`src/rtl/restoring_divider_n_if.sv`:
```
// Divider request/response bundle.
// The pipeline drives the master side; the divider is the slave.
interface restoring_divider_n_if #(
  parameter int N = 32
);
  logic         i_Start;
  logic         i_Signed;
  logic [N-1:0] i_Dividend;
  logic [N-1:0] i_Divisor;
  logic         o_Busy;
  logic         o_Done;
  logic [N-1:0] o_Quotient;
  logic [N-1:0] o_Remainder;
  logic         o_DivByZero;

  modport master (
    output i_Start,
    output i_Signed,
    output i_Dividend,
    output i_Divisor,
    input  o_Busy,
    input  o_Done,
    input  o_Quotient,
    input  o_Remainder,
    input  o_DivByZero
  );

  modport slave (
    input  i_Start,
    input  i_Signed,
    input  i_Dividend,
    input  i_Divisor,
    output o_Busy,
    output o_Done,
    output o_Quotient,
    output o_Remainder,
    output o_DivByZero
  );
endinterface

```
`src/rtl/restoring_divider_n.sv`:
```
// Multi-cycle restoring divider, one shift-subtract step per clock.
// Signed operands run as magnitudes and are sign-corrected in FIXUP.
module restoring_divider_n #(
  parameter int N = 32
) (
  input  logic                 i_Clock,
  input  logic                 i_Reset,
  restoring_divider_n_if.slave bus
);

  localparam int CW = $clog2(N + 1);
  localparam logic [N-1:0] MIN_NEG = {1'b1, {(N-1){1'b0}}};

  typedef enum logic [1:0] {
    IDLE,
    RUN,
    FIXUP,
    DONE
  } state_t;

  state_t state;
  state_t state_nxt;

  logic [N-1:0]  q_reg;
  logic [N-1:0]  d_reg;
  // Restored remainder is always below D, so N bits hold it;
  // the shifted value and the trial difference use N+1 bits.
  logic [N-1:0]  r_reg;
  logic [CW-1:0] cnt;
  logic          sq;
  logic          sr;
  logic          dbz;

  logic          accept;
  logic          early;
  logic          div_zero;
  logic          ovf;
  logic          a_neg;
  logic          b_neg;
  logic [N-1:0]  a_mag;
  logic [N-1:0]  b_mag;
  logic [N:0]    r_shift;
  logic [N:0]    t_diff;

  // Accept decode, early-exit detection and one restoring step.
  always_comb begin
    accept   = 1'b0;
    a_neg    = 1'b0;
    b_neg    = 1'b0;
    div_zero = 1'b0;
    ovf      = 1'b0;
    early    = 1'b0;
    a_mag    = bus.i_Dividend;
    b_mag    = bus.i_Divisor;
    r_shift  = {r_reg, q_reg[N-1]};
    t_diff   = r_shift - {1'b0, d_reg};
    accept   = bus.i_Start &&
               (state == IDLE || state == DONE);
    a_neg    = bus.i_Signed & bus.i_Dividend[N-1];
    b_neg    = bus.i_Signed & bus.i_Divisor[N-1];
    if (a_neg) a_mag = -bus.i_Dividend;
    if (b_neg) b_mag = -bus.i_Divisor;
    div_zero = (bus.i_Divisor == '0);
    ovf      = bus.i_Signed &&
               (bus.i_Dividend == MIN_NEG) &&
               (bus.i_Divisor == '1);
    early    = div_zero | ovf;
  end

  // State register.
  always_ff @(posedge i_Clock or posedge i_Reset) begin
    if (i_Reset) state <= IDLE;
    else         state <= state_nxt;
  end

  // Next-state logic and handshake outputs.
  always_comb begin
    state_nxt  = state;
    bus.o_Busy = 1'b0;
    bus.o_Done = 1'b0;
    unique case (state)
      IDLE: begin
        if (accept) state_nxt = early ? FIXUP : RUN;
      end
      RUN: begin
        bus.o_Busy = 1'b1;
        if (cnt == CW'(1)) state_nxt = FIXUP;
      end
      FIXUP: begin
        bus.o_Busy = 1'b1;
        state_nxt  = DONE;
      end
      DONE: begin
        bus.o_Done = 1'b1;
        if (accept) state_nxt = early ? FIXUP : RUN;
        else        state_nxt = IDLE;
      end
      default: state_nxt = IDLE;
    endcase
  end

  // Operand latch, iteration datapath and result registers.
  always_ff @(posedge i_Clock or posedge i_Reset) begin
    if (i_Reset) begin
      q_reg           <= '0;
      d_reg           <= '0;
      r_reg           <= '0;
      cnt             <= '0;
      sq              <= 1'b0;
      sr              <= 1'b0;
      dbz             <= 1'b0;
      bus.o_Quotient  <= '0;
      bus.o_Remainder <= '0;
      bus.o_DivByZero <= 1'b0;
    end else if (accept) begin
      cnt <= CW'(N);
      d_reg <= b_mag;
      if (div_zero) begin
        // Fixed result; sign flags off so FIXUP passes it through.
        q_reg <= '1;
        r_reg <= bus.i_Dividend;
        sq    <= 1'b0;
        sr    <= 1'b0;
        dbz   <= 1'b1;
      end else if (ovf) begin
        q_reg <= bus.i_Dividend;
        r_reg <= '0;
        sq    <= 1'b0;
        sr    <= 1'b0;
        dbz   <= 1'b0;
      end else begin
        q_reg <= a_mag;
        r_reg <= '0;
        sq    <= a_neg ^ b_neg;
        sr    <= a_neg;
        dbz   <= 1'b0;
      end
    end else if (state == RUN) begin
      if (!t_diff[N]) begin
        r_reg <= t_diff[N-1:0];
        q_reg <= {q_reg[N-2:0], 1'b1};
      end else begin
        r_reg <= r_shift[N-1:0];
        q_reg <= {q_reg[N-2:0], 1'b0};
      end
      cnt <= cnt - CW'(1);
    end else if (state == FIXUP) begin
      bus.o_Quotient  <= sq ? -q_reg : q_reg;
      bus.o_Remainder <= sr ? -r_reg : r_reg;
      bus.o_DivByZero <= dbz;
    end
  end

endmodule

```
`src/flat_wrapper.sv`:
```
// flat-port wrapper written by rule: the top's interface ports become plain ports
module restoring_divider_n_flat 
#(
  parameter int N = 32
)
  (i_Clock, i_Reset, bus_i_Start, bus_i_Signed, bus_i_Dividend, bus_i_Divisor, bus_o_Busy, bus_o_Done, bus_o_Quotient, bus_o_Remainder, bus_o_DivByZero);
  restoring_divider_n_if #(.N(N)) bus_i ();
  input  logic i_Clock;
  input  logic i_Reset;
  input wire logic [$bits(bus_i.i_Start)-1:0] bus_i_Start;
  input wire logic [$bits(bus_i.i_Signed)-1:0] bus_i_Signed;
  input wire logic [$bits(bus_i.i_Dividend)-1:0] bus_i_Dividend;
  input wire logic [$bits(bus_i.i_Divisor)-1:0] bus_i_Divisor;
  output wire logic [$bits(bus_i.o_Busy)-1:0] bus_o_Busy;
  output wire logic [$bits(bus_i.o_Done)-1:0] bus_o_Done;
  output wire logic [$bits(bus_i.o_Quotient)-1:0] bus_o_Quotient;
  output wire logic [$bits(bus_i.o_Remainder)-1:0] bus_o_Remainder;
  output wire logic [$bits(bus_i.o_DivByZero)-1:0] bus_o_DivByZero;
  assign bus_i.i_Start = bus_i_Start;
  assign bus_i.i_Signed = bus_i_Signed;
  assign bus_i.i_Dividend = bus_i_Dividend;
  assign bus_i.i_Divisor = bus_i_Divisor;
  assign bus_o_Busy = bus_i.o_Busy;
  assign bus_o_Done = bus_i.o_Done;
  assign bus_o_Quotient = bus_i.o_Quotient;
  assign bus_o_Remainder = bus_i.o_Remainder;
  assign bus_o_DivByZero = bus_i.o_DivByZero;
  restoring_divider_n #(.N(N)) u_core (.i_Clock(i_Clock), .i_Reset(i_Reset), .bus(bus_i));
endmodule
```
`config.mk`:
```
export PLATFORM = sky130hd
export DESIGN_NAME = restoring_divider_n_flat
export DESIGN_NICKNAME = d
export VERILOG_FILES = /design/src/rtl/restoring_divider_n_if.sv /design/src/rtl/restoring_divider_n.sv /design/src/flat_wrapper.sv
export SDC_FILE = /design/constraint.sdc
export NUM_CORES = 1
export LEC_CHECK = 0
export CAP_MARGIN = 20
export CORE_MARGIN = 5
export CORE_UTILIZATION = 49
export CTS_BUF_LIST = sky130_fd_sc_hd__clkbuf_4 sky130_fd_sc_hd__clkbuf_8 sky130_fd_sc_hd__clkbuf_16
export CTS_CLUSTER_SIZE = 20
export DETAILED_ROUTE_END_ITERATION = 7
export GPL_TIMING_DRIVEN = 0
export HOLD_SLACK_MARGIN = 0.05
export PLACE_DENSITY = 0.71
export SYNTH_ARGS = -nofsm -noshare
export SYNTH_HDL_FRONTEND = slang
export SYNTH_SLANG_ARGS = --single-unit
```
`constraint.sdc`:
```
create_clock -name i_Clock -period 6.45 [get_ports i_Clock]
set_input_delay 0.645 -clock i_Clock [delete_from_list [all_inputs] [get_ports i_Clock]]
set_output_delay 0.645 -clock i_Clock [all_outputs]
set_load 0.005 [all_outputs]
```
* Word level (Yosys, flattened, before mapping) *
Cells that the tools add are included.

word-level totals
  bits in read-only memories = 0
  memories kept = 0
  input bits = 68
  flip-flop bits (word level) = 172
  bits in latches = 0
  RAM bits = 0

operators by class
  multiplexer cells = 27
  reduce and logical (&&, ||, !) cells = 10
  add/subtract/negate cells = 6
  multiply operators = 0
  shift-type cells = 0
  magnitude comparators = 0
  equal/unequal tests = 8
  bitwise operators = 6
  div/mod/pow operators = 0

operators by type and width
  operator                                                                  count
  32-bit two-way mux                                                        12
  32-bit negation                                                           4
  32-bit equality test (second input constant)                              2
  33-bit by 32-bit subtractor with 33-bit output                            1
  32-bit logical NOT                                                        1
  6-bit two-way mux                                                         2
  1-bit two-way mux                                                         8
  2-bit two-way mux                                                         4
  2-bit case mux with 4 select lines                                        1
  6-bit by 1-bit equality test with 1-bit output (second input constant)    1
  6-bit by 1-bit subtractor with 6-bit output (second input constant)       1
  2-bit equality test (second input constant)                               2
  2-bit by 1-bit inequality test with 1-bit output (second input constant)  2
  1-bit logical AND                                                         3
  3-bit AND reduction                                                       1
  1-bit AND                                                                 2
  2-bit by 1-bit equality test with 1-bit output (second input constant)    1
  2-bit logical NOT                                                         1
  1-bit NOT                                                                 2
  2-bit AND reduction                                                       1
  2-bit nonzero test                                                        1
  2-bit OR reduction                                                        1
  1-bit logical OR                                                          1
  1-bit OR                                                                  1
  1-bit XOR                                                                 1

* Longest topological paths before layout *
Gate-level depths: netlist of run 1.

  depth after elaboration = 7
  gate-level depth with buffers = 15

* Worst setup path before layout of run 1 *
No wires, ideal clock.

  path type = reg2reg
  from = reg u_core.q_reg[31]
  to = reg u_core.r_reg[18]
  arrival time = 3115 ps
  slack = 3241 ps
  path buffers = 2
  period minus slack after synthesis = 3209 ps
  library setup time = 94 ps
  stages on the path, launching flop included = 16
  data required time = 6356 ps
  cell sequence = dfrtp_1 inv_1 ha_1 fa_1 inv_1 a21o_1 a22o_1 a21oi_1 o21ai_1 a211oi_1 a2bb2o_1 clkbuf_1 nor3_2 buf_2 a21oi_1 a211oi_1

between the ends
  longest elaborated chain between the ends = 4

RTL lines
  item                                            RTL line                    RTL
  start, declared                                 restoring_divider_n.sv:24   logic [N-1:0] q_reg;
  start signal, assigned                          restoring_divider_n.sv:126  q_reg <= bus.i_Dividend;
  start signal, assigned                          restoring_divider_n.sv:132  q_reg <= a_mag;
  start signal, assigned                          restoring_divider_n.sv:141  q_reg <= {q_reg[N-2:0], 1'b1};
  33-bit by 32-bit subtractor with 33-bit output  restoring_divider_n.sv:56   t_diff = r_shift - {1'b0, d_reg};
  32-bit two-way mux                              restoring_divider_n.sv:139  if (!t_diff[N]) begin
  32-bit two-way mux                              restoring_divider_n.sv:138  end else if (state == RUN) begin
  32-bit two-way mux                              restoring_divider_n.sv:115  end else if (accept) begin
  end signal, assigned                            restoring_divider_n.sv:121  r_reg <= bus.i_Dividend;
  end signal, assigned                            restoring_divider_n.sv:140  r_reg <= t_diff[N-1:0];
  end signal, assigned                            restoring_divider_n.sv:143  r_reg <= r_shift[N-1:0];
  end, declared                                   restoring_divider_n.sv:28   logic [N-1:0] r_reg;

Every way passes these cells. The select of a mux whose other input is x is not followed.
A chain may end at the register's enable or synchronous reset.

* Worst setup path after layout of run 1 *
  from = reg u_core.q_reg[31]
  to = reg u_core.r_reg[19]

The elaborated chain is that of the path after synthesis.

==> results of run 1 <==
==> cells in the mapped netlist, drive strengths merged, types with 30 or more instances <==
master,count,area [um2]
xor2,103,902
nand2,130,488
xnor2,47,412
nor2,131,494
nor3,45,230
inv,59,221
a21oi,137,693
o31ai,38,290
o21ai,117,586
a22oi,30,225
mux2i,36,360
clkbuf,73,274
dfrtp,172,4300
ha,44,551
==> through the flow <==
| step | cell area (um2) | setup WS, ps | hold slack (ps) | TNS (ps) | power [mW] |
|---|---|---|---|---|---|
| after floorplan | 11900 | 1140 | 444 | 0 | 5.51 |
| after global placement | 13700 | -1280 | 461 | -218180 | 7.17 |
| after detailed placement | 13700 | 1690 | 463 | 0 | 7.26 |
| after CTS | 14300 | 2060 | 479 | 0 | 8.33 |
| after global routing | 14300 | 1690 | 505 | 0 | 9.06 |
| final | 14300 | 1940 | 478 | 0 | 8.40 |
==> report_power, final <==
part	switching, mW	internal [mW]
registers	0.553	1.61
logic	3.03	2.14
clock network	0.499	0.553
total	4.09	4.31
==> cell type report <==
type	instances	area [um2]
fill	2151	9860
multi-input combinational	1113	7090
sequential	172	4300
timing repair buffer	136	1370
clock buffer	18	433
tap	324	405
buffer	84	327
inverter	59	229
clock inverter	14	151
==> worst paths after layout <==
check,cells past startpoint,to,slack [ps],startpoint
min in group asynchronous,2,u_core.bus.o_Remainder[6]$_DFFE_PP0P_,610,i_Reset
min,1,u_core.dbz$_DFFE_PP0P_,480,u_core.dbz$_DFFE_PP0P_
max reg2reg,15,u_core.r_reg[19]$_DFFE_PP0P_,1940,u_core.q_reg[31]$_DFFE_PP0P_
max,15,u_core.r_reg[19]$_DFFE_PP0P_,1940,u_core.q_reg[31]$_DFFE_PP0P_
max in group asynchronous,3,u_core.sq$_DFFE_PP0P_,4870,i_Reset
min reg2reg,1,u_core.dbz$_DFFE_PP0P_,480,u_core.dbz$_DFFE_PP0P_
==> layer usage <==
layer | share of wire (%) | track usage [%] | vias up | wire [um]
met2 | 45 | 43.2 | 489 | 17600
li1 | - | - | 5416 | -
met1 | 44 | 39.4 | 5529 | 17400
met5 | 0 | 0 | - | 0
met3 | 7.8 | 3.67 | 60 | 3050
met4 | 2.8 | 9.25 | 0 | 1110
==> cells by family (layout without fill, tap and decap cells) <==
family / after synthesis / after routing / share of synthesized area (%)
adder cells (fa/ha/maj): 45 / 45 / 4.78
XOR/XNOR: 150 / 150 / 11.0
buffers and inverters: 143 / 311 / 4.59
AO/OA/AOI/OAI: 436 / 436 / 22.5
multiplexers: 46 / 46 / 3.96
AND/OR/NAND/NOR: 436 / 436 / 17.1
flip-flops: 172 / 172 / 36.0
==> out/qor.csv, run 1 <==
stage;metric;value;unit
status;outcome;completed;
setup_path;cp_num_buf_inv;4;
sta;worst_pin_slew;939;ps
layout;stdcell_count;1920;
clock_network;clk_pin_slew_worst_paths;70;ps
power_and_ir_drop;irDropWorstVdd;0.297;mV
global_route;grt_pass1_wl;60.7;mm
drt;vias;11500;
job;drv_cap;0;
hold_path;hold_class;reg -> reg;
synth;syn-num-nets;1541;
place;gp_congestion;0.977;
synth;synth_edf_count;0;
synth;ys_types;63;
clock_network;root_buffer;clkbuf_16;
clock_network;cts_tree;done;
drt;drc_errors;0;
sta;min_period;4510;ps
synth;yosysWarnings;0;
power_and_ir_drop;p_leak;5.77;nW
place;dpl.hpwl;30.3;mm
setup_path;cp_top_family;compound AO/OA/AOI/OAI gates;
floorplanning;row_count;57;
global_route;grt-ovfl-total;0;
clock_network;cts_max_level;4;
setup_path;crit_slowest_cell;nor3_2;
place;portBuffers;133;
clock_network;clk_latency;440;ps
sta;post-route-period-util;69.9;%
synth;synth_area_per_cell;8.36;um2
clock_network;clockBufferDepth;2;
synth;synth_area;11900;um2
synth;synth_ff_type;dfrtp_1;
layout;syn2layout_area_growth;19.9;%
floorplanning;core_area;24200;um2
layout;antenna_cells;0;
drt;drtIter0Drc;1384;
clock_network;cts.sinks;172;
global_route;grt_max_degree;121;
synth;synth_cells;1428;
setup_path;crit_arrival;4840;ps
setup_path;cp-end-kind;flip-flop;
floorplanning;die_area;27600;um2
power_and_ir_drop;pwr_density_cell;587;nW/um2
clock_network;cts_setup_buffers;0;
setup_path;path_class;reg -> reg;
setup_path;worstSetupStartpointType;flip-flop;
setup_path;critPathMaxFanout;10;
floorplanning;start_util;49.4;%
sta;relSlewSlack;37.4;%
drt;postRouteAntennaNets;0;
layout;final_core_util;59.2;%
clock_network;cts_buffers;17;
clock_network;ctsResizeCount;0;
place;placed_cells;1887;
sta;fmax;0.222;GHz
setup_path;critPathMaxStageDelay;560;ps
drt;drt_pass1_iterations;5;
layout;finalNetCount;1696;
setup_path;cp_cell_sequence;inv_1, ha_1, fa_1, inv_1, a21o_1, a22o_1, a21oi_1, o21ai_1, a211oi_1, a2bb2o_1, clkbuf_1, nor3_2, buf_2, a21oi_1, a211oi_1;
floorplanning;io_pins;135;
layout;mostFrequentLayoutCell;dfrtp_1;
sta;drv_slew;0;
drt;routed_via_density;5.99;
drt;wl_per_cell;20.4;um
sta;setup_viol_count_final;0;
synth;ys_seq_area_share;36.0;%
sta;clock_skew;13.6;ps
layout;layout.cells.most_common_list;172 x dfrtp_1, 135 x a21oi_1, 133 x clkdlybuf4s50_1;
sta;hold_viol_final;0;
layout;drive_above_1_share;4.64;%
global_route;antenna_found_initial;0;
drt;wirelength;39.1;mm
floorplanning;die_x;166;um
clock_network;cts-hold-fix-buffers;0;
sta;rsz0062_at_grt;false;
global_route;first_global_vias;10700;
setup_path;required;6780;ps
floorplanning;die_h;166;um
synth;ys_ff_latch;172;
synth;synth-async-reset-ratio;100;%
global_route;grt.total_usage;27.5;%
Power figures use the tool's default switching activity.
==> inputs of run 2 (changes only) <==
--- a/config.mk
+++ b/config.mk
@@ -13,7 +13,7 @@
 export DETAILED_ROUTE_END_ITERATION = 7
 export GPL_TIMING_DRIVEN = 0
 export HOLD_SLACK_MARGIN = 0.05
-export PLACE_DENSITY = 0.71
+export PLACE_DENSITY = 0.74
 export SYNTH_ARGS = -nofsm -noshare
 export SYNTH_HDL_FRONTEND = slang
 export SYNTH_SLANG_ARGS = --single-unit
==> constraint.sdc (replaced) <==
create_clock -name i_Clock -period 3.9 [get_ports i_Clock]
set_input_delay 0.39 -clock i_Clock [delete_from_list [all_inputs] [get_ports i_Clock]]
set_output_delay 0.39 -clock i_Clock [all_outputs]
set_load 0.005 [all_outputs]
==> run 2 against run 1 <==
  * Register-to-register slack got worse by 1800 ps
  * Fmax rose by 21%
  * First-iteration DRC count fell by 21%
  * Setup slack got worse by 1800 ps
  * Critical path type unchanged
  * Critical endpoint is now u_core.r_reg[21]$_DFFE_PP0P_
  * Largest cell class unchanged
==> out/qor.csv, run 2 (synthesis gave the netlist of run 1 again) <==
stage;metric;value;unit;change
setup_path;cp-end-kind;flip-flop;;
clock_network;root_buffer;clkbuf_16;;
place;portBuffers;133;;unchanged
place;placed_cells;1890;;+0.16%
floorplanning;start_util;49.4;%;unchanged
layout;antenna_cells;0;;unchanged
sta;hold_viol_final;0;;unchanged
sta;fmax;0.268;GHz;+21%
global_route;grt_pass1_wl;61.9;mm;+1.9%
global_route;grt_max_degree;42;;-65%
sta;min_period;3720;ps;-782 ps
drt;wirelength;39.4;mm;+0.68%
drt;drtIter0Drc;1097;;-21%
setup_path;critPathMaxFanout;10;;unchanged
sta;setup_viol_count_final;0;;unchanged
clock_network;clk_latency;430;ps;about the same
global_route;grt-ovfl-total;0;;unchanged
drt;drt_pass1_iterations;8;;+3
layout;mostFrequentLayoutCell;dfrtp_1;;
setup_path;worstSetupStartpointType;flip-flop;;
drt;drc_errors;0;;unchanged
setup_path;crit_start;u_core.q_reg[31]$_DFFE_PP0P_;;
place;dpl.hpwl;30.8;mm;+1.4%
clock_network;clk_pin_slew_worst_paths;70;ps;about the same
floorplanning;row_count;57;;unchanged
setup_path;crit_arrival;4020;ps;-820 ps
power_and_ir_drop;irDropWorstVdd;0.332;mV;+12%
clock_network;cts_tree;done;;
sta;rsz0062_at_grt;false;;
clock_network;cts-hold-fix-buffers;0;;unchanged
power_and_ir_drop;pwr_density_cell;973;nW/um2;+66%
setup_path;critPathMaxStageDelay;380;ps;-180 ps
sta;worst_pin_slew;909;ps;-30.2 ps
floorplanning;io_pins;135;;unchanged
floorplanning;core_area;24200;um2;unchanged
drt;vias;11600;;+1.0%
setup_path;timing.rr.start;u_core.q_reg[31]$_DFFE_PP0P_;;
floorplanning;die_h;166;um;unchanged
sta;clock_skew;12.9;ps;-0.760 ps
drt;wl_per_cell;20.4;um;+0.41%
power_and_ir_drop;p_leak;5.81;nW;+0.76%
setup_path;path_class;reg -> reg;;
setup_path;cp_common_cell;inv_1;;
sta;drv_slew;0;;unchanged
layout;layout.cells.most_common_list;171 x dfrtp_1, 134 x a21oi_1, 133 x clkdlybuf4s50_1;;
power_and_ir_drop;totalPowerFinal;14.0;mW;+67%
setup_path;cp_cell_sequence;inv_1, ha_1, fa_1, inv_1, a21o_1, a22o_1, a21oi_1, o21ai_2, a211oi_4, a2bb2o_1, clkbuf_1, nor2_1, buf_2, a211oi_1, nor3_1;;
sta;relSlewSlack;39.4;%;+2.0 points
setup_path;required;4200;ps;-2580 ps
sta;tns;0;ps;unchanged
setup_path;r2r-end;u_core.r_reg[21]$_DFFE_PP0P_;;
layout;stdcell_area;14400;um2;+0.82%
clock_network;cts_buffers;17;;unchanged
global_route;first_global_vias;10900;;+2.2%
setup_path;reg2reg_slack;180;ps;-1770 ps
floorplanning;die_x;166;um;unchanged
setup_path;crit_slowest_cell;dfrtp_1;;
drt;postRouteAntennaNets;0;;unchanged
setup_path;r2r_cells;15;;unchanged
drt;routed_via_density;6.03;;+0.75%
floorplanning;die_area;27600;um2;unchanged
layout;stdcell_count;1925;;+0.26%
status;outcome;completed;;
clock_network;cts_max_level;4;;unchanged
place;gp_congestion;1.01;;+3.3%
clock_network;cts.sinks;172;;unchanged
global_route;grt.total_usage;27.9;%;+0.43 points
job;drv_cap;0;;unchanged
global_route;antenna_found_initial;0;;unchanged
hold_path;hold_class;in -> reg;;
setup_path;crit_path_end;u_core.r_reg[21]$_DFFE_PP0P_;;
place;dpl_cell_area;13800;um2;+0.36%
clock_network;clockBufferDepth;2;;unchanged
sta;post-route-period-util;95.5;%;+26 points
sta;holdWs;440;ps;-38.4 ps
layout;drive_above_1_share;5.43;%;+0.80 points
layout;syn2layout_area_growth;20.9;%;
layout;finalNetCount;1701;;+0.29%
[run 2: how the worst min path moves through the flow]
| stage | from | to | slack (ps) | cells past startpoint |
|---|---|---|---|---|
| CTS | bus_i_Divisor[31] | u_core.d_reg[31]$_DFFE_PP0P_ | 420 | 3 |
| global placement | u_core.dbz$_DFFE_PP0P_ | u_core.dbz$_DFFE_PP0P_ | 460 | 1 |
| floorplan | u_core.dbz$_DFFE_PP0P_ | u_core.dbz$_DFFE_PP0P_ | 440 | 1 |
| global route | bus_i_Divisor[31] | u_core.d_reg[31]$_DFFE_PP0P_ | 460 | 3 |
| detailed placement | u_core.dbz$_DFFE_PP0P_ | u_core.dbz$_DFFE_PP0P_ | 460 | 1 |
| finish | bus_i_Divisor[31] | u_core.d_reg[31]$_DFFE_PP0P_ | 440 | 3 |
[run 2: critical path: cells and delay by family, from the launching register on]
family / cells / cell delay (ps)
flops: 1 / 380
compound gates: 7 / 1720
buf+inv: 4 / 830
fa+ha+maj: 2 / 460
simple gates: 2 / 200
[run 2: stage by stage]
| step | utilization (%) | setup WS, ps |
|---|---|---|
| global route | 59.7 | 11.5 |
| detailed placement | 57.0 | -569 |
| CTS | 59.5 | 22.0 |
| global placement | 56.6 | -492 |
| floorplan | - | 691 |
| finish | 59.7 | 175 |
[run 2: layer usage]
layer  wire (um)  part of all wire (%)  global-route usage [%]  vias to the layer above
li1            -                     -                       -                     5441
met1       16900                    43                    39.3                     5536
met2       17900                    45                    44.0                      553
met3        3330                   8.5                    4.31                       80
met4        1240                   3.1                    9.83                        0
met5           0                     0                       0                        -
[run 2: area by class of cell]
class                   count  area, um2
fillers                  2173       9740
plain buffers              84        332
clock buffers              18        439
multi-input cells        1113       7140
well taps                 324        405
clock inverters            14        150
flip-flops and latches    172       4310
inverters                  59        225
repair buffers            141       1440
[run 2: report_power, final]
part	switching, mW	total [mW]	leakage (nW)	internal, mW
clock network	0.841	1.71	0.281	0.870
registers	0.922	3.59	2.01	2.67
logic	5.12	8.74	3.52	3.62
[run 2: repair_timing]
item / in CTS / in global routing
endpoints found under the setup margin: 34 / 31
setup buffers: 1 / 2
pin swaps: 1 / 1
resized for setup: 4 / 10
